--- src/rtl/axi_hndshk_join_if.sv ---
// Handshake bundle for the N-lane join: per-lane source valid/ready/data on
// one side and a single aligned destination beat on the other.
interface axi_hndshk_join_if #(
  parameter int N_INPUTS = 2,
  parameter int DATA_W   = 8
);
  logic [N_INPUTS-1:0]        valid_src;
  logic [N_INPUTS-1:0]        ready_src;
  logic [N_INPUTS*DATA_W-1:0] data_src;
  logic                       valid_dst;
  logic                       ready_dst;
  logic [N_INPUTS*DATA_W-1:0] data_dst;

  // master: the environment feeding the lanes and consuming the joined beat
  modport master (
    output valid_src, data_src, ready_dst,
    input  ready_src, valid_dst, data_dst
  );

  // slave: the join block itself
  modport slave (
    input  valid_src, data_src, ready_dst,
    output ready_src, valid_dst, data_dst
  );
endinterface

--- src/rtl/axi_hndshk_join.sv ---
// Joins N valid/ready source lanes into one registered destination beat.
// Each lane has a one-entry holding register so lanes may arrive skewed.
module axi_hndshk_join #(
  parameter int N_INPUTS = 2,
  parameter int DATA_W   = 8
) (
  input  logic             aclk,
  input  logic             aresetn,
  axi_hndshk_join_if.slave bus
);
  localparam int BUS_W = N_INPUTS * DATA_W;

  logic [N_INPUTS-1:0] full_reg;
  logic [N_INPUTS-1:0] full_next;
  logic [N_INPUTS-1:0] accept;
  logic [N_INPUTS-1:0] ready_src;
  logic [DATA_W-1:0]   hold_reg [N_INPUTS];
  logic [BUS_W-1:0]    joined;
  logic                out_v_reg;
  logic                out_v_next;
  logic [BUS_W-1:0]    out_d_reg;
  logic [BUS_W-1:0]    out_d_next;
  logic                drain;
  logic                fire;

  // The output stage can take a beat when empty or being consumed this cycle.
  assign drain = ~out_v_reg | bus.ready_dst;
  assign fire  = (&full_reg) & drain;

  // Lane ready comes only from registered state and ready_dst, never valid_src,
  // so a full lane reopens in the same cycle its beat moves to the output.
  genvar gi;
  generate
    for (gi = 0; gi < N_INPUTS; gi++) begin : g_lane
      assign ready_src[gi]                   = ~full_reg[gi] | fire;
      assign accept[gi]                      = bus.valid_src[gi] & ready_src[gi];
      assign joined[gi*DATA_W +: DATA_W]     = hold_reg[gi];
    end
  endgenerate

  always_comb begin
    full_next  = (full_reg & ~{N_INPUTS{fire}}) | accept;
    out_v_next = out_v_reg;
    out_d_next = out_d_reg;
    if (fire) begin
      out_v_next = 1'b1;
      out_d_next = joined;
    end else if (bus.ready_dst) begin
      out_v_next = 1'b0;
    end
  end

  always_ff @(posedge aclk or negedge aresetn) begin
    if (!aresetn) begin
      full_reg  <= '0;
      out_v_reg <= 1'b0;
      out_d_reg <= '0;
      for (int i = 0; i < N_INPUTS; i++) hold_reg[i] <= '0;
    end else begin
      full_reg  <= full_next;
      out_v_reg <= out_v_next;
      out_d_reg <= out_d_next;
      for (int i = 0; i < N_INPUTS; i++) begin
        if (accept[i]) hold_reg[i] <= bus.data_src[i*DATA_W +: DATA_W];
      end
    end
  end

  assign bus.ready_src = ready_src;
  assign bus.valid_dst = out_v_reg;
  assign bus.data_dst  = out_d_reg;
endmodule
--- src/flat_wrapper.sv ---
// flat-port wrapper written by rule: the top's interface ports become plain ports
module axi_hndshk_join_flat 
#(
  parameter int N_INPUTS = 2,
  parameter int DATA_W   = 8
)
  (aclk, aresetn, bus_valid_src, bus_data_src, bus_ready_dst, bus_ready_src, bus_valid_dst, bus_data_dst);
  axi_hndshk_join_if #(.N_INPUTS(N_INPUTS), .DATA_W(DATA_W)) bus_i ();
  input  logic aclk;
  input  logic aresetn;
  input wire logic [$bits(bus_i.valid_src)-1:0] bus_valid_src;
  input wire logic [$bits(bus_i.data_src)-1:0] bus_data_src;
  input wire logic [$bits(bus_i.ready_dst)-1:0] bus_ready_dst;
  output wire logic [$bits(bus_i.ready_src)-1:0] bus_ready_src;
  output wire logic [$bits(bus_i.valid_dst)-1:0] bus_valid_dst;
  output wire logic [$bits(bus_i.data_dst)-1:0] bus_data_dst;
  assign bus_i.valid_src = bus_valid_src;
  assign bus_i.data_src = bus_data_src;
  assign bus_i.ready_dst = bus_ready_dst;
  assign bus_ready_src = bus_i.ready_src;
  assign bus_valid_dst = bus_i.valid_dst;
  assign bus_data_dst = bus_i.data_dst;
  axi_hndshk_join #(.N_INPUTS(N_INPUTS), .DATA_W(DATA_W)) u_core (.aclk(aclk), .aresetn(aresetn), .bus(bus_i));
endmodule
--- config.mk ---
export PLATFORM = sky130hd
export DESIGN_NAME = axi_hndshk_join_flat
export DESIGN_NICKNAME = d
export VERILOG_FILES = /design/src/rtl/axi_hndshk_join_if.sv /design/src/rtl/axi_hndshk_join.sv /design/src/flat_wrapper.sv
export SDC_FILE = /design/constraint.sdc
export NUM_CORES = 1
export LEC_CHECK = 0
export BUFFER_PORTS_ARGS = -buffer_cell sky130_fd_sc_hd__buf_2
export CORE_ASPECT_RATIO = 1.25
export CORE_MARGIN = 2
export CORE_UTILIZATION = 30
export DETAILED_ROUTE_END_ITERATION = 10
export GPL_TIMING_DRIVEN = 0
export SETUP_SLACK_MARGIN = 0.15
export SYNTH_ARGS = -nofsm -noshare
export SYNTH_HDL_FRONTEND = slang
export SYNTH_SLANG_ARGS = --single-unit
--- constraint.sdc ---
create_clock -name aclk -period 1.48 [get_ports aclk]
set_clock_uncertainty 0.15 [all_clocks]
set_input_delay 0.222 -clock aclk [delete_from_list [all_inputs] [get_ports aclk]]
set_output_delay 0.222 -clock aclk [all_outputs]
set_load 0.02 [all_outputs]
==> qor.csv <==
stage,metric,value,unit
logic_synthesis,simple-gate share of the synthesized area,4.437,%
die,Core Box Area,4459,sq um
critical_path,CP Data Arrival Time,1.17,ns
timing,worst hold margin,0.02280,ns
detailed_routing,drt wl/cell,14.30,um
critical_path,R2R Path Start,u_core.bus.valid_dst,
critical_path,critical path capture point type,output port,
grt,first-pass GRT wire length,4.830,mm
min_path,destination of the worst hold path,u_core.hold_reg[1],
placement,number of cells after detailed placement,183,
critical_path,element type at the critical path start,flip-flop,
die,count of boundary I/O pins,40,
timing,setup ws final,-0.06016,ns
detailed_routing,detailed-router iteration count before antenna repair,3,
grt,pin count of the biggest net entering global routing,36,
layout,fillers,414,
clocking,"Reg clk slew, reported paths",0.07,ns
logic_synthesis,post-synthesis instance area,1410,sq um
placement,detailed placement HPWL,1.886,mm
critical_path,flop2flop setup slack,-0.04,ns
critical_path,highest net fanout along the worst path,6,
grt,number of antenna violations at the first check in global routing,0,
logic_synthesis,proportion of synthesized area in mux cells,27.15,%
detailed_routing,drt drc,0,
layout,Ant. Diodes,0,
timing,worst slew margin relative to its limit,68.54,%
grt,via count of the first global-routing pass,972,
logic_synthesis,count of state elements after synthesis,35,
timing,highest attainable clock frequency,649.3,MHz
logic_synthesis,parity-gate share of the synthesized area counting xor and xnor cells,0,%
timing,Sum Neg Setup Slack,-0.2507,ns
layout,fraction of layout cells with a size suffix above 1,69.59,%
logic_synthesis,part of the Yosys area used for sequential elements,62.11,%
clocking,clock insertion delay at the later pin of the skew report,0.28,ns
logic_synthesis,Compound-Gate Fraction of Synth Area,3.904,%
detailed_routing,DRC violation total after the first TritonRoute iteration,30,
critical_path,RR Endpoint,u_core.bus.data_dst[12],
grt,total global routing track utilization,12.40,%
pwr,static power due to leakage,1.031,nW
job,max capacitance violation total,0,
timing,Slew Limit Fails,0,
die,Die ar.,5268,sq um
die,starting density of the core,31.62,%
die,Die Height,80.65,um
logic_synthesis,synth warn,0,
logic_synthesis,post-synthesis cell count,86,
pwr,pwr dens,1905,nW/um^2
placement,count of buffers from port buffering,39,
logic_synthesis,mean instance size in the synthesized netlist,16.40,sq um
clocking,TritonCTS clock tree,built,
timing,Final Cycle Share,104.1,%
status,failing checks,negative setup slack,
die,Die Span X,65.32,um
clocking,root buffer cell,sky130_fd_sc_hd__clkbuf_8,
clocking,cts bufs inserted,5,
layout,total number of nets in the final design,168,
detailed_routing,total routed wirelength,2.946,mm
timing,hold violation total from the final report,0,
timing,setup repair after global routing missed its margin,true,
logic_synthesis,fraction of the mapped netlist area in adder cells,0,%
pwr,Max IR drop VDD,0.5906,mV
grt,total gr overflow,0,
placement,last weighted congestion value of the routability-driven placer,0.7234,
min_path,worst min-delay path startpoint,bus_data_src[9],
min_path,worst hold path stage count,2,
logic_synthesis,number of nets in the synthesized netlist,107,
timing,final setup violating endpoints,10,
timing,time the worst path needs with I/O delays and setup,1.540,ns
layout,synth-to-layout area growth,46.32,%
critical_path,critical path class,flip-flop to output port,
clocking,# clock sinks,35,
clocking,Max clock buf depth,2,
min_path,classification of the worst-slack hold path,primary input to flip-flop,
layout,"non-filler cells, final",206,
status,status,"finished, violations left",
placement,post-placement setup slack,-0.06611,ns
clocking,H-tree depth,2,
critical_path,data required time at the worst endpoint,1.11,ns
logic_synthesis,number of distinct library cells after synthesis,14,
die,row count,27,
detailed_routing,via count of the routed design,922,
detailed_routing,Antenna Nets Post-Route,0,
critical_path,r2r worst-path depth,6,
detailed_routing,via/cell ratio,4.476,
timing,slew at the pin closest to its max-slew limit,0.4718,ns
logic_synthesis,largest family of logic cells by synthesized area,multiplexers,
-- worst max path at each step --
stage / end / cells past startpoint / from / slack, ns
after floorplan: u_core.hold_reg[10] / 3 / u_core.bus.valid_dst / 0.003
after global placement: u_core.hold_reg[6] / 3 / u_core.bus.valid_dst / -0.04
after detailed placement: u_core.hold_reg[1] / 4 / u_core.full_reg[0] / -0.07
after CTS: bus_ready_src[1] / 5 / u_core.bus.valid_dst / -0.08
after global routing: bus_ready_src[0] / 5 / u_core.full_reg[0] / -0.12
final: bus_ready_src[1] / 5 / u_core.full_reg[0] / -0.06
-- cells by family (layout without fill, tap and decap cells) --
group | Yosys count | after routing
and+or+nand+nor | 10 | 10
AOI/OAI and AO/OA | 4 | 4
buffers and inverters | 5 | 67
muxes | 32 | 32
DFF | 35 | 35
-- Yosys cell counts --
| cell type | instances | area share, % |
|---|---|---|
| sky130_fd_sc_hd__mux2_4 | 6 | 6.4 |
| sky130_fd_sc_hd__o22ai_4 | 2 | 2.8 |
| sky130_fd_sc_hd__nand3_4 | 1 | 1.2 |
| sky130_fd_sc_hd__nand2_1 | 6 | 1.6 |
| sky130_fd_sc_hd__inv_1 | 2 | 0.53 |
| sky130_fd_sc_hd__mux2_2 | 23 | 18 |
| sky130_fd_sc_hd__dfrtp_1 | 35 | 62 |
| sky130_fd_sc_hd__nand2b_2 | 1 | 0.62 |
| sky130_fd_sc_hd__nor2_1 | 1 | 0.27 |
| sky130_fd_sc_hd__buf_4 | 2 | 1.1 |
| sky130_fd_sc_hd__and2b_4 | 1 | 0.71 |
| sky130_fd_sc_hd__buf_6 | 1 | 0.80 |
| sky130_fd_sc_hd__a21o_1 | 2 | 1.1 |
| sky130_fd_sc_hd__mux2_1 | 3 | 2.4 |
-- what timing repair did --
item / 4_1_cts / 5_1_grt
pin swaps: 6 / 5
endpoints found under the setup margin: 36 / 71
gates resized for setup: 33 / 10
setup buffers: 8 / 4
hold endpoints to repair: 37 / 0
hold buffers: 3 / 0
-- power breakdown --
group / internal, mW / switching, mW
Combinational: 0.963 / 0.772
Sequential: 1.34 / 0.203
Clock: 0.322 / 0.330
Total: 2.63 / 1.30
-- per-layer routing --
| layer | wire length [um] | global-route usage, % | vias to the layer above | part of all wire [%] |
|---|---|---|---|---|
| li1 | - | - | 416 | - |
| met1 | 1167 | 14.40 | 474 | 40 |
| met2 | 1581 | 20.71 | 27 | 54 |
| met3 | 152 | 3.922 | 5 | 5.2 |
| met4 | 44 | 5.625 | 0 | 1.5 |
| met5 | 0 | 0 | - | 0 |
-- area by class of cell --
cell class,count,area (sq um),share of cell area [%]
sequential,35,877.1,42.51
buffer,3,37.54,1.819
inverter,2,7.507,0.3639
timing repair buffer,54,374.1,18.13
clock inverter,3,15.01,0.7277
multi-input combinational,46,610.6,29.59
clock buffer,5,68.82,3.335
tap,58,72.57,3.517
-- critical path: stages, from the launching register on --
cell and delay, ns:
sky130_fd_sc_hd__dfrtp_1 0.38, sky130_fd_sc_hd__buf_6 0.14, sky130_fd_sc_hd__nand3_4 0.09, sky130_fd_sc_hd__buf_8 0.12, sky130_fd_sc_hd__nand2_4 0.04, sky130_fd_sc_hd__buf_6 0.12
-- layout by cell type (no fill, tap or decap), drive strengths merged --
cell type    instances
nand2                6
o22ai                2
buf                 53
nand3                1
inv                  2
clkbuf               6
clkinv               3
mux2                32
nand2b               1
and2b                1
nor2                 1
dfrtp               35
a21o                 2
dlygate4sd3          3
-- through the flow --
stage | power [mW] | instance area (sq um) | util (%)
after CTS | 3.862 | 1996 | 44.75
after global routing | 4.178 | 2063 | 46.27
final | 3.930 | 2063 | 46.27
after floorplan | 2.459 | 1416 | -
after detailed placement | 2.891 | 1684 | 37.77
after global placement | 2.836 | 1684 | 37.77
(Power assumes the default switching activity.)
